**src/rtl/snn_aer_pkg.sv**
```systemverilog
// Shared AER link definitions: handshake FSM encoding, default widths and the event record,
// common to this encoder and the off-core AER receiver.
package snn_aer_pkg;

  localparam int ADDR_WIDTH_DEF = 2;
  localparam int TS_WIDTH_DEF   = 16;

  localparam logic [1:0] ST_IDLE    = 2'd0;
  localparam logic [1:0] ST_REQ     = 2'd1;
  localparam logic [1:0] ST_RELEASE = 2'd2;

  typedef struct packed {
    logic [ADDR_WIDTH_DEF-1:0] addr;
    logic [TS_WIDTH_DEF-1:0]   ts;
  } aer_event_t;

  // Number of set bits; spike vectors are at most 16 lines wide.
  function automatic logic [4:0] popcount16(input logic [15:0] v);
    logic [4:0] n;
    n = 5'd0;
    for (int i = 0; i < 16; i++) begin
      n = n + {4'd0, v[i]};
    end
    return n;
  endfunction

endpackage

```
**src/rtl/aer_event_fifo.sv**
```systemverilog
// Single-clock event queue with full/empty/level. A push while full is refused even when a
// pop happens in the same cycle.
module aer_event_fifo
  import snn_aer_pkg::*;
#(
  parameter int WIDTH = 2,
  parameter int DEPTH = 8
) (
  input  logic                       clk,
  input  logic                       rst,
  input  logic                       push,
  input  logic                       pop,
  input  logic [WIDTH-1:0]           wdata,
  output logic [WIDTH-1:0]           rdata,
  output logic                       full,
  output logic                       empty,
  output logic [$clog2(DEPTH):0]     level
);

  localparam int AW = $clog2(DEPTH);

  logic [WIDTH-1:0] mem_q [DEPTH];
  logic [WIDTH-1:0] mem_d [DEPTH];
  logic [AW-1:0]    wr_ptr_q, wr_ptr_d;
  logic [AW-1:0]    rd_ptr_q, rd_ptr_d;
  logic [AW:0]      count_q, count_d;
  logic             push_ok_s, pop_ok_s;

  assign full      = (count_q == (AW+1)'(DEPTH));
  assign empty     = (count_q == {(AW+1){1'b0}});
  assign level     = count_q;
  assign rdata     = mem_q[rd_ptr_q];
  assign push_ok_s = push & ~full;
  assign pop_ok_s  = pop & ~empty;

  always_comb begin
    mem_d    = mem_q;
    wr_ptr_d = wr_ptr_q;
    rd_ptr_d = rd_ptr_q;
    count_d  = count_q;
    if (push_ok_s) begin
      mem_d[wr_ptr_q] = wdata;
      wr_ptr_d        = wr_ptr_q + 1'b1;
    end else begin
      wr_ptr_d = wr_ptr_q;
    end
    if (pop_ok_s) begin
      rd_ptr_d = rd_ptr_q + 1'b1;
    end else begin
      rd_ptr_d = rd_ptr_q;
    end
    case ({push_ok_s, pop_ok_s})
      2'b10:   count_d = count_q + 1'b1;
      2'b01:   count_d = count_q - 1'b1;
      default: count_d = count_q;
    endcase
  end

  always_ff @(posedge clk or posedge rst) begin
    if (rst) begin
      for (int i = 0; i < DEPTH; i++) begin
        mem_q[i] <= {WIDTH{1'b0}};
      end
      wr_ptr_q <= {AW{1'b0}};
      rd_ptr_q <= {AW{1'b0}};
      count_q  <= {(AW+1){1'b0}};
    end else begin
      mem_q    <= mem_d;
      wr_ptr_q <= wr_ptr_d;
      rd_ptr_q <= rd_ptr_d;
      count_q  <= count_d;
    end
  end

endmodule

```
**src/rtl/snn_aer_spike_encoder.sv**
```systemverilog
// AER transmitter: latches neuron spikes, arbitrates round-robin into an event queue and sends
// each event over a 4-phase req/ack link. Define AER_TIMESTAMP_EN to attach a grant-time stamp.
module snn_aer_spike_encoder
  import snn_aer_pkg::*;
#(
  parameter int NUM_NEURONS = 3,
  parameter int ADDR_WIDTH  = 2,
  parameter int FIFO_DEPTH  = 8,
  parameter int TS_WIDTH    = 16,
  parameter int DROP_WIDTH  = 8
) (
  input  logic                          clk,
  input  logic                          rst,
  input  logic [NUM_NEURONS-1:0]        spike_in,
  output logic                          aer_req,
  output logic [ADDR_WIDTH-1:0]         aer_addr,
  output logic [TS_WIDTH-1:0]           aer_ts,
  input  logic                          aer_ack,
  output logic [$clog2(FIFO_DEPTH):0]   fifo_level,
  output logic [DROP_WIDTH-1:0]         drop_count,
  output logic                          busy
);

`ifdef AER_TIMESTAMP_EN
  localparam int ENTRY_W = ADDR_WIDTH + TS_WIDTH;
`else
  localparam int ENTRY_W = ADDR_WIDTH;
`endif
  localparam int SUM_W = DROP_WIDTH + 5;

  logic                   ack_s1_q, ack_s_q;
  logic [NUM_NEURONS-1:0] pending_q, pending_d;
  logic [NUM_NEURONS-1:0] grant_oh_s, drop_vec_s;
  logic [ADDR_WIDTH-1:0]  rr_q, rr_d, grant_idx_s;
  logic                   grant_s;
  logic [DROP_WIDTH-1:0]  drop_count_q, drop_count_d;
  logic [SUM_W-1:0]       drop_sum_s;
  logic [1:0]             state_q, state_d;
  logic                   aer_req_q, aer_req_d;
  logic [ADDR_WIDTH-1:0]  aer_addr_q, aer_addr_d;
  logic                   fifo_full_s, fifo_empty_s, fifo_pop_s;
  logic [ENTRY_W-1:0]     fifo_wdata_s, fifo_rdata_s;

  // First pending line at or after the rr pointer wins; nothing is granted while the queue is full.
  always_comb begin
    int idx;
    idx         = 0;
    grant_s     = 1'b0;
    grant_idx_s = {ADDR_WIDTH{1'b0}};
    grant_oh_s  = {NUM_NEURONS{1'b0}};
    rr_d        = rr_q;
    for (int k = 0; k < NUM_NEURONS; k++) begin
      idx = (int'(rr_q) + k) % NUM_NEURONS;
      if (!grant_s && pending_q[idx] && !fifo_full_s) begin
        grant_s         = 1'b1;
        grant_idx_s     = ADDR_WIDTH'(idx);
        grant_oh_s[idx] = 1'b1;
        rr_d            = ADDR_WIDTH'((idx + 1) % NUM_NEURONS);
      end else begin
        grant_oh_s = grant_oh_s;
      end
    end
  end

  // A new spike on a line that keeps its pending bit is lost; a spike in the grant cycle re-arms it.
  always_comb begin
    pending_d  = (pending_q & ~grant_oh_s) | spike_in;
    drop_vec_s = spike_in & pending_q & ~grant_oh_s;
    drop_sum_s = SUM_W'(drop_count_q) + SUM_W'(popcount16(16'(drop_vec_s)));
    if (drop_sum_s > SUM_W'({DROP_WIDTH{1'b1}})) begin
      drop_count_d = {DROP_WIDTH{1'b1}};
    end else begin
      drop_count_d = drop_sum_s[DROP_WIDTH-1:0];
    end
  end

  always_comb begin
    state_d    = state_q;
    aer_req_d  = aer_req_q;
    aer_addr_d = aer_addr_q;
    fifo_pop_s = 1'b0;
    case (state_q)
      ST_IDLE: begin
        if (!fifo_empty_s && !ack_s_q) begin
          fifo_pop_s = 1'b1;
          aer_req_d  = 1'b1;
          aer_addr_d = fifo_rdata_s[ENTRY_W-1 -: ADDR_WIDTH];
          state_d    = ST_REQ;
        end else begin
          state_d = ST_IDLE;
        end
      end
      ST_REQ: begin
        if (ack_s_q) begin
          aer_req_d = 1'b0;
          state_d   = ST_RELEASE;
        end else begin
          state_d = ST_REQ;
        end
      end
      ST_RELEASE: begin
        if (!ack_s_q) begin
          state_d = ST_IDLE;
        end else begin
          state_d = ST_RELEASE;
        end
      end
      default: begin
        state_d   = ST_IDLE;
        aer_req_d = 1'b0;
      end
    endcase
  end

`ifdef AER_TIMESTAMP_EN
  logic [TS_WIDTH-1:0] ts_cnt_q, ts_cnt_d;
  logic [TS_WIDTH-1:0] aer_ts_q, aer_ts_d;

  always_comb begin
    ts_cnt_d = ts_cnt_q + 1'b1;
    if (fifo_pop_s) begin
      aer_ts_d = fifo_rdata_s[TS_WIDTH-1:0];
    end else begin
      aer_ts_d = aer_ts_q;
    end
  end

  always_ff @(posedge clk or posedge rst) begin
    if (rst) begin
      ts_cnt_q <= {TS_WIDTH{1'b0}};
      aer_ts_q <= {TS_WIDTH{1'b0}};
    end else begin
      ts_cnt_q <= ts_cnt_d;
      aer_ts_q <= aer_ts_d;
    end
  end

  assign fifo_wdata_s = {grant_idx_s, ts_cnt_q};
  assign aer_ts       = aer_ts_q;
`else
  assign fifo_wdata_s = grant_idx_s;
  assign aer_ts       = {TS_WIDTH{1'b0}};
`endif

  aer_event_fifo #(
    .WIDTH (ENTRY_W),
    .DEPTH (FIFO_DEPTH)
  ) u_fifo (
    .clk   (clk),
    .rst   (rst),
    .push  (grant_s),
    .pop   (fifo_pop_s),
    .wdata (fifo_wdata_s),
    .rdata (fifo_rdata_s),
    .full  (fifo_full_s),
    .empty (fifo_empty_s),
    .level (fifo_level)
  );

  always_ff @(posedge clk or posedge rst) begin
    if (rst) begin
      ack_s1_q     <= 1'b0;
      ack_s_q      <= 1'b0;
      pending_q    <= {NUM_NEURONS{1'b0}};
      rr_q         <= {ADDR_WIDTH{1'b0}};
      drop_count_q <= {DROP_WIDTH{1'b0}};
      state_q      <= ST_IDLE;
      aer_req_q    <= 1'b0;
      aer_addr_q   <= {ADDR_WIDTH{1'b0}};
    end else begin
      ack_s1_q     <= aer_ack;
      ack_s_q      <= ack_s1_q;
      pending_q    <= pending_d;
      rr_q         <= rr_d;
      drop_count_q <= drop_count_d;
      state_q      <= state_d;
      aer_req_q    <= aer_req_d;
      aer_addr_q   <= aer_addr_d;
    end
  end

  assign aer_req    = aer_req_q;
  assign aer_addr   = aer_addr_q;
  assign drop_count = drop_count_q;
  assign busy       = (|pending_q) | ~fifo_empty_s | (state_q != ST_IDLE);

endmodule

```
**config.mk**
```make
export PLATFORM = sky130hd
export DESIGN_NAME = snn_aer_spike_encoder
export DESIGN_NICKNAME = d
export VERILOG_FILES = /design/src/rtl/snn_aer_pkg.sv /design/src/rtl/aer_event_fifo.sv /design/src/rtl/snn_aer_spike_encoder.sv
export SDC_FILE = /design/constraint.sdc
export NUM_CORES = 1
export LEC_CHECK = 0
export BUFFER_PORTS_ARGS = -buffer_cell sky130_fd_sc_hd__buf_2
export CAP_MARGIN = 10
export CORE_ASPECT_RATIO = 1.25
export CORE_MARGIN = 1.5
export CORE_UTILIZATION = 54
export CTS_CLUSTER_DIAMETER = 40
export DETAILED_ROUTE_END_ITERATION = 10
export PLACE_DENSITY_LB_ADDON = 0.3
export SETUP_SLACK_MARGIN = 0.02
export SYNTH_ARGS = -nofsm -noshare
export SYNTH_HDL_FRONTEND = slang
export SYNTH_SLANG_ARGS = --single-unit
```
**constraint.sdc**
```tcl
create_clock -name clk -period 5.99 [get_ports clk]
set_input_delay 1.198 -clock clk [delete_from_list [all_inputs] [get_ports clk]]
set_output_delay 1.198 -clock clk [all_outputs]
set_load 0.05 [all_outputs]
```
* After elaboration in Yosys (flattened, before gate mapping)
Index checks and enable logic that the tools add are counted.
** Operators by class
- Bitwise operators :: 16
- Reduce and logical (&&, ||, !) cells :: 23
- Multiplexer cells :: 44
- $add $sub $neg :: 12
- Equality and inequality tests :: 7
- Order comparisons :: 10
- Div/mod/pow operators :: 6
** Operators by type and width (count)
- modulo 32 x 3 -> 32 bit (second input constant) :: 5
- adder 32 x 2 -> 32 bit (second input constant) :: 3
- >= comparator 32 x 1 -> 1 bit (second input constant) :: 3
- < comparator 32 x 4 -> 1 bit (second input constant) :: 3
- modulo 3 x 3 -> 32 bit (second input constant) :: 1
- 2-to-1 mux 2 bit :: 11
- 2-to-1 mux 1 bit :: 17
- bitwise mux 16 bit :: 1
- logical AND 1 bit :: 10
- adder 8 x 3 -> 9 bit :: 1
- AND 3 bit :: 3
- greater-than comparator 9 x 8 -> 1 bit (second input constant) :: 1
- 2-to-1 mux 3 bit :: 3
- bitwise OR 3 bit :: 3
- >= comparator 4 bit (second input constant) :: 2
- 2-to-1 mux 8 bit :: 1
- inverter 3 -> 4 bit :: 2
- case mux 4 bit (2 select lines) :: 1
- adder 3 x 1 -> 3 bit (second input constant) :: 2
- binary-select mux 1 bit (select 2 bit) :: 3
- binary-select mux 2 bit (select 3 bit) :: 1
- demux 1 bit (select 2 bit) :: 3
- demux 2 bit (select 3 bit) :: 1
- case mux 2 bit (3 select lines) :: 1
- 24 further kinds :: 36
** Word-level totals
- Flip-flop bits (word level) :: 46
- Output and inout port bits :: 32
- Word-level logic and storage cells :: 137

* Depth between registers and ports, before layout
Gate-level depths: netlist of the first run.
- Word-level depth :: 21
- Depth in mapped cells :: 31
- Gate-level depth less buffers :: 30

* Modules after synthesis
A second synthesis of the first run with hierarchy kept.
** Unflattened totals
- Cells, all modules :: 398
- Area total of the unflattened synthesis :: 3839.9 sq um
** By module, submodules not included
- snn_aer_spike_encoder :: cells each 290, seq. area each 500.5 sq um, area an instance 2434.8 sq um, times used 1
- aer_event_fifo :: cells each 108, seq. area each 650.6 sq um, area an instance 1405.1 sq um, times used 1

* Worst setup path after synthesis of the first run
Ideal clock, no wire load.
- Path type :: reg-to-reg
- Start :: reg rr_q[1]
- End :: reg rr_q[1]
- Data required time :: 5.917 ns
- Cell stages (with the launch flop) :: 31
- Path buffers :: 2
- Arrival :: 6.071 ns
- Path slack :: -0.154 ns
- Cells stage by stage :: dfrtp_1 > inv_1 > ha_1 > buf_2 > mux2i_2 > o211a_1 > a31oi_1 > o31a_1 > buf_6 > clkinv_4 > ha_1 > inv_1 > nand2_1 > a2bb2oi_1 > nand4b_4 > mux2_4 > or4_1 > and2_1 > ha_1 > inv_1 > nand4_1 > and2_1 > ha_1 > a31oi_1 > nand3b_1 > xnor2_1 > ha_1 > a21oi_1 > o221a_2 > mux2_4 > a21oi_2
** Between the ends
- Word-level cells in the longest chain between the ends :: 14
- Elaborated cells between the ends (all ways) :: 33
** Ends and longest elaborated chain
- from (decl) :: RTL line snn_aer_spike_encoder.sv:34 : logic [ADDR_WIDTH-1:0] rr_q, rr_d, grant_idx_s;
- from (signal assigned) :: RTL line snn_aer_spike_encoder.sv:165 : rr_q <= {ADDR_WIDTH{1'b0}};
- from (signal assigned) :: RTL line snn_aer_spike_encoder.sv:174 : rr_q <= rr_d;
- branches (longest 14 deep; another with modulo 32 x 3 -> 32 bit)
Several ways; the timed one is not identified. The select of a mux whose other input is x is not followed.
A chain may end at the register's enable or synchronous reset.

* Worst setup path in the final report of the first run
- Start :: reg rr_q[0]
- End :: reg rr_q[1]
Same word-level chain as after synthesis.

==> results.sh, run 1 <==
export IMPL_synth_top_cell_by_area="dfrtp_1"
export IMPL_ant_nets=0
export IMPL_worst_path_buf_inv=3
export IMPL_path_delay_family="simple AND/OR/NAND/NOR gates"
export IMPL_endpoint_kind="flip-flop"
export IMPL_h_tree_depth=2
export IMPL_worstSkewPairLatency_ps=300
export IMPL_vias_per_cell=5.57
export IMPL_skew_ps=3.66
export IMPL_report_final_slew_viol_count=0
export IMPL_routabilityCongestion=0.865
export IMPL_yosysSeqAreaShare_pct=32.4
export IMPL_grt_usage_pct=22.7
export IMPL_worst_hold_path_type="flip-flop to flip-flop"
export IMPL_grt_max_degree=47
export IMPL_grt_pass1_wl_mm=12.4
export IMPL_dp_hpwl_mm=5.68
export IMPL_cp_max_fo=5
export IMPL_ys_types=69
export IMPL_vias=2897
export IMPL_yosys_top_cells_count="dfrtp_1, nand2_1, nor2_1"
export IMPL_layout_drive_gt1_share_pct=29.7
export IMPL_min_from="ack_s1_q$_DFF_PP0_"
export IMPL_rrSetupSlack_ps=180
export IMPL_cpMaxStageDelayCell="or4_4"
export IMPL_setup_viol=0
export IMPL_grt_pass1_vias=2776
export IMPL_initial_utilization_pct=56.8
export IMPL_worst_setup_path_start_kind="flip-flop"
export IMPL_timing_hold_ws_ps=356
export IMPL_die_h_um=93.6
export IMPL_clock_root_buffer="clkbuf_8"
export IMPL_port_buffer_count=21
export IMPL_clk_pin_slew_ps=90
export IMPL_cts_buffers_inserted=5
export IMPL_worstHoldPathCells=0
export IMPL_yosys_top_cells_area="dfrtp_1, ha_1, nand2_1, nor2_1, mux2_2"
export IMPL_routed_wirelength_mm=7.70
export IMPL_finalHoldViolations=0
export IMPL_cts_buffer_depth=2
export IMPL_synth_ff_type="dfrtp_1"
export IMPL_drt_initial_drc_count=116
export IMPL_synth_top_cell_area_share_pct=32.4
export IMPL_synth_cells=379
export IMPL_pin_count=38
export IMPL_avgSynthCellArea_um2=9.36
export IMPL_clock_sinks=46
export IMPL_slowest_delay_ps=520
export IMPL_route_detailed_drc=0
export IMPL_ys_seq_elements=46
export IMPL_tightest_slew_ps=954
export IMPL_dieWidth_um=75.5
export IMPL_antenna_found_initial=0
export IMPL_cp_required_ps=6220
export IMPL_postSynth_asyncResetShare_pct=100
export IMPL_max_slew_margin_pct=36.3
export IMPL_synth_edf_count=0
export IMPL_outcome="complete, no violations"
export IMPL_n_antenna_cell=0
export IMPL_period_needed_ps=5810
export IMPL_yosysMostFrequentCell="dfrtp_1"
export IMPL_area_growth_pct=18.3
export IMPL_fp_coreArea_um2=6250
export IMPL_wl_per_cell_um=14.8
export IMPL_drt_pass1_iter_count=5
export IMPL_period_share_pct=97.1
export IMPL_yosysWarningCount=0
export IMPL_max_freq_mhz=172
export IMPL_hold_end="ack_s_q$_DFF_PP0_"
export IMPL_r2r_start="rr_q[0]$_DFFE_PP0N_"
export IMPL_die_area_um2=7070
export IMPL_rr_endpoint="rr_q[1]$_DFFE_PP0N_"
export IMPL_cp_arrival_ps=6050
export IMPL_cts_tree="done"
export IMPL_nets=466
export IMPL_reg2reg_depth=29
export IMPL_worstSetupPathType="flip-flop to flip-flop"
export IMPL_placementRows=32
export IMPL_grt_overflow=0
export IMPL_drv_cap=0
export IMPL_hold_buffers=0
export IMPL_syn_area_um2=3550
layer usage:
metal / vias up / part of all wire [%] / global-route usage (%) / wire length (um)
met2: 52 / 52 / 39.8 / 4030
met4: 0 / 1.6 / 6.25 / 124
met1: 1410 / 43 / 28.5 / 3320
met3: 9 / 3.0 / 3.23 / 229
li1: 1426 / - / - / -
met5: - / 0 / 0 / 0
sequential cells by signal, summed over array words and instances, names as in the netlist:
signal	flops
u_fifo.wr_ptr_q	3
drop_count	8
ack_s1_q	1
ack_s_q	1
aer_req	1
u_fifo.mem_q	16
aer_addr	2
rr_q	2
u_fifo.level	4
pending_q	3
state_q	2
u_fifo.rd_ptr_q	3
final cells by class:
class                           count  area (um2)
Clock inverter                      2        37.5
Sequential cell                    46        1150
Tap cell                           85         106
Inverter                           25        98.8
Multi-Input combinational cell    299        2350
Fill cell                         525        2050
Timing Repair Buffer               57         375
Clock buffer                        6        72.6
timing repair:
| action | in CTS | in global routing |
|---|---|---|
| buffers inserted | 2 | 7 |
| resized for setup | 9 | 22 |
| endpoints found under the setup margin | 2 | 2 |
| pin swaps | 1 | 8 |
kinds of logic after synthesis:
logic type | after synthesis | share of synthesized area [%]
flip-flops | 46 | 32.4
AND/OR/NAND/NOR | 134 | 19.5
buffers and inverters | 49 | 7.33
AO/OA/AOI/OAI | 75 | 15.6
multiplexers | 30 | 10.8
other | 1 | 0.106
XOR/XNOR | 17 | 4.20
adder cells (fa/ha/maj) | 27 | 10.1
how the worst max path moves through the flow:
| stage | end | cells after the start | from |
|---|---|---|---|
| after floorplan | rr_q[1]$_DFFE_PP0N_ | 29 | rr_q[1]$_DFFE_PP0N_ |
| after global routing | rr_q[1]$_DFFE_PP0N_ | 29 | rr_q[0]$_DFFE_PP0N_ |
| after global placement | rr_q[1]$_DFFE_PP0N_ | 30 | rr_q[1]$_DFFE_PP0N_ |
| final | rr_q[1]$_DFFE_PP0N_ | 29 | rr_q[0]$_DFFE_PP0N_ |
| after detailed placement | rr_q[1]$_DFFE_PP0N_ | 30 | rr_q[1]$_DFFE_PP0N_ |
| after CTS | rr_q[1]$_DFFE_PP0N_ | 29 | rr_q[0]$_DFFE_PP0N_ |
layout by cell type, fill, tap and decap left out, types with 3 or more instances in the layout:
| master | synthesis | final |
|---|---|---|
| dfrtp_1 | 46 | 45 |
| nand2_1 | 37 | 36 |
| buf_4 | 16 | 36 |
| nor2_1 | 36 | 33 |
| buf_2 | 2 | 21 |
| inv_1 | 24 | 20 |
| o21ai_0 | 18 | 18 |
| ha_1 | 23 | 17 |
| a21oi_1 | 17 | 16 |
| conb_1 | 1 | 16 |
| mux2i_1 | 11 | 11 |
| mux2_2 | 11 | 11 |
| xor2_1 | 9 | 9 |
| nor3_1 | 10 | 9 |
| xnor2_1 | 8 | 8 |
| and3_1 | 7 | 7 |
| a21o_1 | 6 | 6 |
| nand3_1 | 7 | 6 |
| nand3b_1 | 5 | 5 |
| nor4_1 | 6 | 5 |
| clkbuf_8 | 0 | 5 |
| inv_2 | 0 | 4 |
| nor2_2 | 1 | 4 |
| mux4_2 | 4 | 4 |
| a31oi_1 | 4 | 3 |
| mux2_4 | 3 | 3 |
| or2_2 | 3 | 3 |
| a211oi_1 | 3 | 3 |
| and2_1 | 4 | 3 |
| fa_1 | 3 | 3 |
| ha_4 | 0 | 3 |
| ha_2 | 0 | 3 |
per-stage QoR:
step | setup slack, ps | setup TNS [ps] | cell area, um2 | instances | util, %
finish | 176 | 0 | 4200 | 520 | 67.2
global route | -77.4 | -77.4 | 4200 | 520 | 67.2
CTS | 39.4 | 0 | 4030 | 513 | 64.6
detailed placement | -127 | -127 | 3870 | 503 | 62.0
global placement | 18.3 | 0 | 3870 | 503 | 62.0
floorplan | 34.3 | 0 | 3620 | 394 | -
Power of run 1 is left out: the tool's default activity adds up to more than one toggle a clock period on the data nets, which glitch-free logic cannot reach.
==> run 2, diff against run 1 <==
CORE_UTILIZATION = 40   (was 54)
==> results.sh, run 2 (synthesis results as in run 1) <==
export IMPL_outcome="complete, no violations"
export IMPL_cp_max_fo=5
export IMPL_drv_cap=0
export IMPL_fin_area_um2=4280
export IMPL_grt_pass1_vias=2844
export IMPL_max_freq_mhz=173
export IMPL_drt_initial_drc_count=115
export IMPL_vias_per_cell=5.19
export IMPL_cp_arrival_ps=6000
export IMPL_final_cell_mix="dfrtp_1, buf_4, nand2_1, nor2_1, buf_2"
export IMPL_endpoint_kind="flip-flop"
export IMPL_die_area_um2=9450
export IMPL_antenna_found_initial=0
export IMPL_clock_sinks=46
export IMPL_cts_buffer_depth=2
export IMPL_clk_pin_slew_ps=90
export IMPL_tightest_slew_ps=948
export IMPL_worstSkewPairLatency_ps=300
export IMPL_crit_top_cell="buf_4"
export IMPL_vias=2894
export IMPL_drt_pass1_iter_count=4
export IMPL_clock_root_buffer="clkbuf_8"
export IMPL_max_slew_margin_pct=36.7
export IMPL_worst_hold_path_type="flip-flop to flip-flop"
export IMPL_grt_max_degree=47
export IMPL_layout_drive_gt1_share_pct=30.4
export IMPL_report_final_slew_viol_count=0
export IMPL_die_h_um=108
export IMPL_timing_hold_ws_ps=351
export IMPL_route_detailed_drc=0
export IMPL_period_needed_ps=5770
export IMPL_initial_utilization_pct=41.0
export IMPL_pin_count=38
export IMPL_grt_overflow=0
export IMPL_nets=469
export IMPL_routabilityCongestion=0.897
export IMPL_fp_coreArea_um2=8650
export IMPL_grt_pass1_wl_mm=13.5
export IMPL_ant_nets=0
export IMPL_grt_usage_pct=17.9
export IMPL_nFillCells=820
export IMPL_finalHoldViolations=0
export IMPL_largest_register_ffs=16
export IMPL_slowest_delay_ps=410
export IMPL_routed_wirelength_mm=7.92
export IMPL_port_buffer_count=21
export IMPL_dieWidth_um=87.2
export IMPL_cp_required_ps=6220
export IMPL_wl_per_cell_um=14.2
export IMPL_placed_cell_area_um2=3970
export IMPL_dp_hpwl_mm=6.00
export IMPL_h_tree_depth=2
export IMPL_placementRows=38
export IMPL_cts_tree="done"
export IMPL_setup_viol=0
export IMPL_worstSetupPathType="flip-flop to flip-flop"
export IMPL_period_share_pct=96.3
export IMPL_n_antenna_cell=0
export IMPL_cpMaxStageDelayCell="dfrtp_1"
export IMPL_layout_commonest_cell="dfrtp_1"
export IMPL_worst_setup_path_start_kind="flip-flop"
export IMPL_area_growth_pct=20.7
export IMPL_cts_buffers_inserted=5
export IMPL_top_register="u_fifo.mem_q"
export IMPL_skew_ps=8.04
export IMPL_setup_tns_ps=0
-- run 2: stage by stage --
step	setup WS (ps)	std cells	util [%]
2_1_floorplan	34.3	394	-
3_3_place_gp	13.9	545	45.9
3_5_place_dp	-158	545	45.9
4_1_cts	29.8	556	47.9
5_1_grt	-6.66	558	49.5
6_report	223	558	49.5
-- run 2: final timing paths --
kind                                      from  slack, ps  cells after the start                      endpoint
min                         ack_s1_q$_DFF_PP0_        350                      0             ack_s_q$_DFF_PP0_
max reg2reg                rr_q[0]$_DFFE_PP0N_        220                     29           rr_q[1]$_DFFE_PP0N_
max in group asynchronous                  rst       4240                      2           rr_q[1]$_DFFE_PP0N_
min reg2reg                 ack_s1_q$_DFF_PP0_        350                      0             ack_s_q$_DFF_PP0_
min in group asynchronous                  rst       1110                      2  u_fifo.mem_q[10]$_DFFE_PP0P_
max                        rr_q[0]$_DFFE_PP0N_        220                     29           rr_q[1]$_DFFE_PP0N_
-- run 2: timing repair --
item / in CTS / in global routing
hold buffers: 0 / 0
pin swaps: 1 / 12
setup buffers: 3 / 2
gates cloned: 0 / 0
gates resized for setup: 10 / 26
endpoints found under the setup margin: 2 / 2
-- run 2: area by class of cell --
cell class	count	area [um2]	area share, %
tap	120	150	3.50
clock inverter	1	30.0	0.701
clock buffer	7	86.3	2.02
timing repair buffer	60	398	9.29
multi-input combinational	299	2370	55.3
inverter	25	98.8	2.31
sequential	46	1150	26.9
-- run 2: critical path, delay by kind of cell (launching register included) --
kind / cells / cell delay [ps]
compound gates: 10 / 2120
mux: 1 / 310
simple gates: 7 / 1320
fa+ha+maj: 4 / 730
buf+inv: 7 / 810
flops: 1 / 410
-- run 2: metal layers --
| layer | GRT usage (%) | up-vias | share of wire, % |
|---|---|---|---|
| li1 | - | 1434 | - |
| met2 | 31.4 | 46 | 51 |
| met1 | 22.8 | 1396 | 44 |
| met3 | 1.91 | 18 | 2.0 |
| met4 | 6.24 | 0 | 2.8 |
| met5 | 0 | - | 0 |
Power of run 2 is left out for the same reason.
==> run 3, diff against run 2 <==
CELL_PAD_IN_SITES_DETAIL_PLACEMENT = 0   (was default)
CELL_PAD_IN_SITES_GLOBAL_PLACEMENT = 2   (was default)
CORE_UTILIZATION = 34   (was 40)
==> results.sh, run 3 (synthesis results as in run 1) <==
export IMPL_area_growth_pct=25.0
export IMPL_cts_buffer_depth=2
export IMPL_seq_area_um2=1150
export IMPL_drt_pass1_iter_count=4
export IMPL_clock_root_buffer="clkbuf_16"
export IMPL_final_cell_mix="buf_4, dfrtp_1, nand2_1, nor2_1, buf_2"
export IMPL_die_area_um2=11100
export IMPL_hold_buffers=0
export IMPL_cp_arrival_ps=5910
export IMPL_skew_ps=2.35
export IMPL_period_needed_ps=5690
export IMPL_route_detailed_drc=0
export IMPL_vias_per_cell=5.04
export IMPL_crit_top_cell="ha_4"
export IMPL_fin_cells=576
export IMPL_tightest_slew_ps=964
export IMPL_ant_nets=0
export IMPL_grt_usage_pct=16.2
export IMPL_period_share_pct=95.1
export IMPL_setup_tns_ps=0
export IMPL_nFillCells=1008
export IMPL_nets=478
export IMPL_drv_cap=0
export IMPL_cp_required_ps=6210
export IMPL_dp_hpwl_mm=6.48
export IMPL_initial_utilization_pct=35.1
export IMPL_multi_input_area_um2=2370
export IMPL_worstSetupPathType="flip-flop to flip-flop"
export IMPL_grt_pass1_vias=2893
export IMPL_clk_pin_slew_ps=60
export IMPL_die_h_um=117
export IMPL_worst_slack_ps=296
export IMPL_top_register="u_fifo.mem_q"
export IMPL_vias=2905
export IMPL_cp_max_fo=7
export IMPL_dp_cells=562
export IMPL_cts_tree="done"
export IMPL_place_ws_ps=-88.2
export IMPL_fp_coreArea_um2=10100
export IMPL_h_tree_depth=2
export IMPL_cts_buffers_inserted=5
export IMPL_layout_commonest_cell="buf_4"
export IMPL_drt_initial_drc_count=112
export IMPL_cpMaxStageDelayCell="or4_4"
export IMPL_worst_setup_path_start_kind="flip-flop"
export IMPL_slowest_delay_ps=490
export IMPL_antenna_found_initial=0
export IMPL_largest_register_ffs=16
export IMPL_layout_drive_gt1_share_pct=32.2
export IMPL_endpoint_kind="flip-flop"
export IMPL_rsz0062_at_grt="no"
export IMPL_routabilityCongestion=0.807
export IMPL_max_freq_mhz=176
export IMPL_setup_viol=0
export IMPL_outcome="complete, no violations"
export IMPL_routed_wirelength_mm=8.31
export IMPL_min_from="ack_s1_q$_DFF_PP0_"
export IMPL_max_slew_margin_pct=35.6
export IMPL_pin_count=38
export IMPL_clock_sinks=46
export IMPL_n_antenna_cell=0
export IMPL_grt_overflow=0
export IMPL_grt_pass1_wl_mm=14.0
export IMPL_worst_hold_path_type="flip-flop to flip-flop"
export IMPL_r2r_start="rr_q[0]$_DFFE_PP0N_"
export IMPL_placementRows=41
export IMPL_report_final_slew_viol_count=0
export IMPL_crit_start="rr_q[0]$_DFFE_PP0N_"
export IMPL_final_util_pct=43.9
export IMPL_wl_per_cell_um=14.4
export IMPL_dieWidth_um=94.4
export IMPL_worstSkewPairLatency_ps=290
export IMPL_grt_max_degree=47
export IMPL_finalHoldViolations=0
export IMPL_port_buffer_count=21
[run 3: cell types whose count changed in the layout (fill, tap and decap cells not counted), sizes merged]
| cell | before | now |
|---|---|---|
| clkinvlp | 0 | 1 |
| buf | 60 | 69 |
| clkbuf | 7 | 6 |
[run 3: worst max-delay path: cells and delay by family (launching register included)]
kind | cells | cell delay, ps
and+or+nand+nor | 11 | 2140
AOI/OAI and AO/OA | 7 | 1020
adders and majority gates | 5 | 930
muxes | 2 | 500
DFF | 1 | 430
buffers and inverters | 4 | 420
xor gates and xnor gates | 1 | 160
[run 3: area by class of cell]
type	instances	area share, %
clock inverters	2	0.847
multi-input cells	299	53.5
clock buffers	6	2.91
repair buffers	69	10.7
inverters	25	2.40
flip-flops and latches	46	26.0
well taps	129	3.64
[run 3: what timing repair did]
action,CTS,global route
setup buffers,2,5
pin swaps,5,19
setup endpoints to repair,2,2
resized for setup,11,31
[run 3: through the flow]
step                      cell area (um2)  hold WS (ps)
final                                4430           350
after global routing                 4430           371
after CTS                            4250           352
after global placement               4040           336
after floorplan                      3620           331
after detailed placement             4040           337
[run 3: path summary, 6_finish.rpt]
kind	endpoint	slack, ps	depth (start not counted)
min in group asynchronous	ack_s1_q$_DFF_PP0_	1130	2
min reg2reg	ack_s_q$_DFF_PP0_	350	0
max in group asynchronous	rr_q[1]$_DFFE_PP0N_	4200	2
max reg2reg	rr_q[1]$_DFFE_PP0N_	300	30
min	ack_s_q$_DFF_PP0_	350	0
max	rr_q[1]$_DFFE_PP0N_	300	30
[run 3: layer usage]
metal  share of wire [%]  track usage [%]  wire length (um)
met1                  43             19.8              3560
met2                  53             29.1              4400
met3                 2.1             1.94               172
met4                 2.1             5.87               176
met5                   0                0                 0
Power of run 3 is left out for the same reason.
